## config.mk

```make
export PLATFORM = sky130hd
export DESIGN_NAME = irq_priority_encoder_flat
export DESIGN_NICKNAME = d
export VERILOG_FILES = /design/src/rtl/irq_priority_encoder_if.sv /design/src/rtl/irq_priority_encoder.sv /design/src/flat_wrapper.sv
export SDC_FILE = /design/constraint.sdc
export NUM_CORES = 1
export LEC_CHECK = 0
export BUFFER_PORTS_ARGS = -buffer_cell sky130_fd_sc_hd__buf_2
export CAP_MARGIN = 20
export CORE_UTILIZATION = 46
export DETAILED_ROUTE_END_ITERATION = 6
export PLACE_DENSITY = 0.79
export SYNTH_ARGS = -nofsm -noshare
export SYNTH_HDL_FRONTEND = slang
export SYNTH_SLANG_ARGS = --single-unit
```

## constraint.sdc

```tcl
create_clock -name clk -period 1.6 [get_ports clk]
set_input_delay 0.16 -clock clk [delete_from_list [all_inputs] [get_ports clk]]
set_output_delay 0.16 -clock clk [all_outputs]
set_load 0.01 [all_outputs]
```

## src/rtl/irq_priority_encoder_if.sv

```systemverilog
// Offer channel of the IRQ priority encoder: registered code/valid,
// consumer ready, and the sticky pending vector.
interface irq_priority_encoder_if #(
    parameter int N = 8,
    parameter int W = 3
);
    logic [W-1:0] code;
    logic         valid;
    logic         ready;
    logic [N-1:0] pending;

    modport master (
        output code,
        output valid,
        output pending,
        input  ready
    );

    modport slave (
        input  code,
        input  valid,
        input  pending,
        output ready
    );
endinterface

```

## src/rtl/irq_priority_encoder.sv

```systemverilog
// Sticky rising-edge capture of request lines; offers the highest unmasked
// pending index on a valid/ready channel and clears it on acceptance.
module irq_priority_encoder #(
    parameter int N = 8,
    parameter int W = 3
) (
    input  logic         clk,
    input  logic         rst,
    input  logic         en,
    input  logic [N-1:0] req,
    input  logic [N-1:0] mask,
    irq_priority_encoder_if.master bus
);
    if (W != $clog2(N)) begin : g_bad_width
        $error("irq_priority_encoder: W must equal clog2(N)");
    end

    typedef enum logic {IDLE, OFFER} state_t;

    state_t       state_q, state_d;
    logic [W-1:0] code_q, code_d;
    logic         valid_q, valid_d;
    logic [N-1:0] pending_q, pending_d;
    logic [N-1:0] req_q;

    logic [N-1:0] rise;
    logic [N-1:0] elig;
    logic [N-1:0] clr;
    logic [W-1:0] top_idx;
    logic         accept;

    always_comb begin
        rise   = req & ~req_q;
        elig   = pending_q & ~mask;
        accept = valid_q & bus.ready;
        clr    = accept ? (N'(1) << code_q) : '0;
        // set wins over clear on the same bit
        pending_d = (pending_q & ~clr) | (rise & {N{en}});
    end

    // ascending scan: the last hit is the highest index
    always_comb begin
        top_idx = '0;
        for (int i = 0; i < N; i++) begin
            if (elig[i]) top_idx = W'(i);
        end
    end

    always_comb begin
        state_d = state_q;
        code_d  = code_q;
        valid_d = valid_q;
        unique case (state_q)
            IDLE: begin
                if (elig != '0) begin
                    code_d  = top_idx;
                    valid_d = 1'b1;
                    state_d = OFFER;
                end
            end
            OFFER: begin
                if (accept) begin
                    valid_d = 1'b0;
                    state_d = IDLE;
                end
            end
            default: begin
                valid_d = 1'b0;
                state_d = IDLE;
            end
        endcase
    end

    always_ff @(posedge clk) begin
        if (rst) begin
            state_q   <= IDLE;
            code_q    <= '0;
            valid_q   <= 1'b0;
            pending_q <= '0;
            req_q     <= req;
        end else begin
            state_q   <= state_d;
            code_q    <= code_d;
            valid_q   <= valid_d;
            pending_q <= pending_d;
            req_q     <= req;
        end
    end

    assign bus.code    = code_q;
    assign bus.valid   = valid_q;
    assign bus.pending = pending_q;
endmodule

```

## src/flat_wrapper.sv

```systemverilog
// flat-port wrapper written by rule: the top's interface ports become plain ports
module irq_priority_encoder_flat 
#(
    parameter int N = 8,
    parameter int W = 3
)
  (clk, rst, en, req, mask, bus_code, bus_valid, bus_pending, bus_ready);
  irq_priority_encoder_if #(.N(N), .W(W)) bus_i ();
  input  logic clk;
  input  logic rst;
  input  logic en;
  input  logic [N-1:0] req;
  input  logic [N-1:0] mask;
  output wire logic [$bits(bus_i.code)-1:0] bus_code;
  output wire logic [$bits(bus_i.valid)-1:0] bus_valid;
  output wire logic [$bits(bus_i.pending)-1:0] bus_pending;
  input wire logic [$bits(bus_i.ready)-1:0] bus_ready;
  assign bus_code = bus_i.code;
  assign bus_valid = bus_i.valid;
  assign bus_pending = bus_i.pending;
  assign bus_i.ready = bus_ready;
  irq_priority_encoder #(.N(N), .W(W)) u_core (.clk(clk), .rst(rst), .en(en), .req(req), .mask(mask), .bus(bus_i));
endmodule
```

==> impl_metrics.py <==
metrics = {
    "detailed_routing": {
        "wl_per_cell_um": 13.05,
        "ant_nets": 0,
        "routed_wirelength_um": 1996,
        "first_pass_iters": 5,
        "drc": 0,
        "drt-vias-per-instance": 5.092,
        "via_count": 779,
        "drt_iter0_markers": 6,
    },
    "global_routing": {
        "grt_max_degree": 15,
        "grt_pass1_vias": 773,
        "grt_pass1_wl_um": 3243,
        "grt_use_total": 0.2225,
        "antenna_found_initial": 0,
        "grt_overflow": 0,
    },
    "worst_setup_path": {
        "crit_chain": "nor2b_4, and4b_4, a2111oi_4, a211oi_2",
        "slowest_stage": "dfxtp_1",
        "path_max_fanout": 4,
        "path_class": "reg -> reg",
        "required_ns": 1.80,
        "reg2reg_depth": 4,
        "r2r_slack_ns": 0.31,
        "endpoint_kind": "flop",
        "cp.depth": 4,
        "cpLargestDelayFamily": "compound AO/OA/AOI/OAI gates",
        "path_buf_inv": 0,
        "reg2reg_to": "u_core.bus.code[1]$_SDFFE_PP0P_",
        "regToRegStartpoint": "u_core.bus.pending[2]$_SDFF_PP0_",
        "slowest_delay_ns": 0.36,
        "worstPathArrival_ns": 1.49,
        "critPathLaunchType": "flop",
    },
    "synthesis": {
        "ys_seq_area_frac": 0.4898,
        "ys_types": 24,
        "netlist_area_um2": 858.3,
        "yosysWarnings": 0,
        "synth-seq-cells": 21,
        "syn_inst": 87,
        "synthesis.nets": 107,
        "postSynthAreaPerCell_um2": 9.866,
    },
    "cts": {
        "cts_buffers": 3,
        "cts_sinks": 21,
        "h-tree-depth": 1,
        "cts_setup_buffers": 0,
        "clock_latency_ns": 0.31,
        "cts_tree": "yes",
        "root_buffer": "clkbuf_4",
        "clk_pin_slew_ns": 0.12,
        "cts_buffer_depth": 2,
    },
    "sta": {
        "final.setup.tns_ns": 0,
        "tightest_slew_ns": 0.3071,
        "rsz0062_at_grt": "no",
        "hold_viol_final": 0,
        "fin_crit_sh": 0.8032,
        "skew_ns": 0.001711,
        "period_needed_ns": 1.285,
        "clock.fmax_mhz": 778.2,
        "setup_viol": 0,
        "slew_headroom": 0.7950,
        "finalMaxSlewViolations": 0,
    },
    "placed_design": {
        "io_buffers": 31,
        "dp_hpwl_um": 1468,
        "place_congestion": 0.8557,
    },
    "layout": {
        "final_nets": 149,
        "drive_above_1_share": 0.3203,
        "diodes": 0,
        "utilization": 0.6573,
        "area_growth_pct": 33.67,
    },
    "power_and_ir_drop": {
        "peakVddDrop_mv": 0.7608,
        "p_per_area_mw_per_mm2": 923.2,
        "swShare": 0.2797,
        "leakage_uw": 0.0004845,
        "p_int_uw": 762.9,
        "clkPwrFrac": 0.248,
        "seq_power_share": 0.561,
        "p_comb_frac": 0.191,
        "p_sw_uw": 296.3,
    },
    "die": {
        "ioPinCount": 32,
        "die_height_um": 45.20,
        "die_area_mm2": 0.002043,
        "die_w_um": 45.20,
        "core.rowCount": 15,
        "start_util": 0.4918,
        "core_area_mm2": 0.001745,
    },
    "run": {
        "drv_cap": 0,
    },
    "status": {
        "status": "finished, final reports clean",
    },
    "hold_path": {
        "min_from": "en",
        "whs_endpoint": "u_core.bus.pending[4]$_SDFF_PP0_",
        "hp-class": "in -> reg",
        "min_path_cells": 3,
    },
}
==> stage by stage <==
| step | hold WS (ns) | cells | setup WS [ns] | area, um2 | power [uW] |
|---|---|---|---|---|---|
| after floorplan | 0.1877 | 87 | 0.3137 | 858.3 | 718.6 |
| after global placement | 0.2783 | 141 | 0.3702 | 1037 | 787.7 |
| after detailed placement | 0.2797 | 141 | 0.3282 | 1037 | 792.9 |
| after CTS | 0.1819 | 153 | 0.3062 | 1147 | 1065 |
| after global routing | 0.1808 | 153 | 0.2559 | 1147 | 1117 |
| final | 0.1878 | 153 | 0.3149 | 1147 | 1059 |
==> layer usage <==
layer  vias to the layer above  track usage  part of all wire
li1                        399            -                 -
met1                       359       0.2593              0.44
met2                        19       0.3913              0.50
met3                         2      0.06800             0.045
met4                         0      0.06061            0.0065
met5                         -            0                 0
==> synth_stat cells <==
master	n	area [um2]
dfxtp_1	21	420.4
a21oi_1	10	50.05
nand3b_1	10	75.07
o21ai_0	10	50.05
nand2b_1	8	50.05
nand2_1	6	22.52
clkbuf_1	2	7.510
inv_1	2	7.510
nand3_1	2	10.01
nor2b_1	2	12.51
a2111oi_4	1	27.53
a211o_1	1	8.760
a211oi_2	1	12.51
a21o_4	1	15.01
a31o_1	1	8.760
a31oi_1	1	6.260
a41oi_1	1	8.760
and3_1	1	6.260
and4_4	1	11.26
and4b_4	1	13.76
nor2b_4	1	13.76
nor3_1	1	5.000
o211a_1	1	10.01
o21ai_1	1	5.000
==> how the worst max path moves through the flow <==
stage | end | slack [ns] | from
4_1_cts | u_core.bus.code[1]$_SDFFE_PP0P_ | 0.31 | u_core.bus.pending[2]$_SDFF_PP0_
6_report | u_core.bus.code[1]$_SDFFE_PP0P_ | 0.31 | u_core.bus.pending[2]$_SDFF_PP0_
3_5_place_dp | u_core.bus.code[1]$_SDFFE_PP0P_ | 0.33 | u_core.bus.pending[2]$_SDFF_PP0_
2_1_floorplan | u_core.bus.code[2]$_SDFFE_PP0P_ | 0.31 | u_core.bus.pending[2]$_SDFF_PP0_
5_1_grt | u_core.bus.code[1]$_SDFFE_PP0P_ | 0.26 | u_core.bus.pending[2]$_SDFF_PP0_
3_3_place_gp | u_core.bus.code[2]$_SDFFE_PP0P_ | 0.37 | u_core.bus.pending[2]$_SDFF_PP0_
==> registers in the layout, indices dropped and copies added, names as in the netlist <==
signal / flops
u_core.bus.code: 3
u_core.bus.valid: 1
u_core.req_q: 8
u_core.state_q: 1
u_core.bus.pending: 8
==> final cells by class <==
class / count / area (um2)
Clock buffer: 3 / 22.52
Clock inverter: 1 / 7.507
Fill cell: 151 / 598.1
Inverter: 2 / 7.507
Multi-Input combinational cell: 62 / 422.9
Sequential cell: 21 / 420.4
Tap cell: 25 / 31.28
Timing Repair Buffer: 39 / 235.2
==> cell families after synthesis <==
family / count (synthesis) / synth area share
simple gates: 33 / 0.2565
buf+inv: 4 / 0.01750
compound gates: 29 / 0.2362
flops: 21 / 0.4898
==> placed cells by master (no fill, tap or decap), types with 2 or more instances in the layout <==
cell            n
buf_2          31
dfxtp_1        21
nand3b_1       10
o21ai_0        10
a21oi_1        10
nand2b_1        8
dlygate4sd3_1   8
nand2_1         6
clkbuf_4        3
inv_1           2
nor2b_1         2
nand3_1         2
==> power by group through the flow <==
stage	sequential, uW	combinational (uW)	clock (uW)
5_1_grt	601	222	294
6_report	594	202	262
4_1_cts	594	202	269
3_5_place_dp	606	187	0
2_1_floorplan	611	107	0
3_3_place_gp	605	183	0
==> worst reg2reg max path, cell delays in order, from the launching register on <==
cell	delay (ns)
dfxtp_1	0.36
nor2b_4	0.16
and4b_4	0.23
a2111oi_4	0.36
a211oi_2	0.07
==> what timing repair did <==
item                                   CTS  global route
resized for setup                        0             0
setup endpoints to repair                0             0
endpoints found under the hold margin    8             0
hold buffers                             8             0
Note: power is estimated with default switching activity, not from simulation.
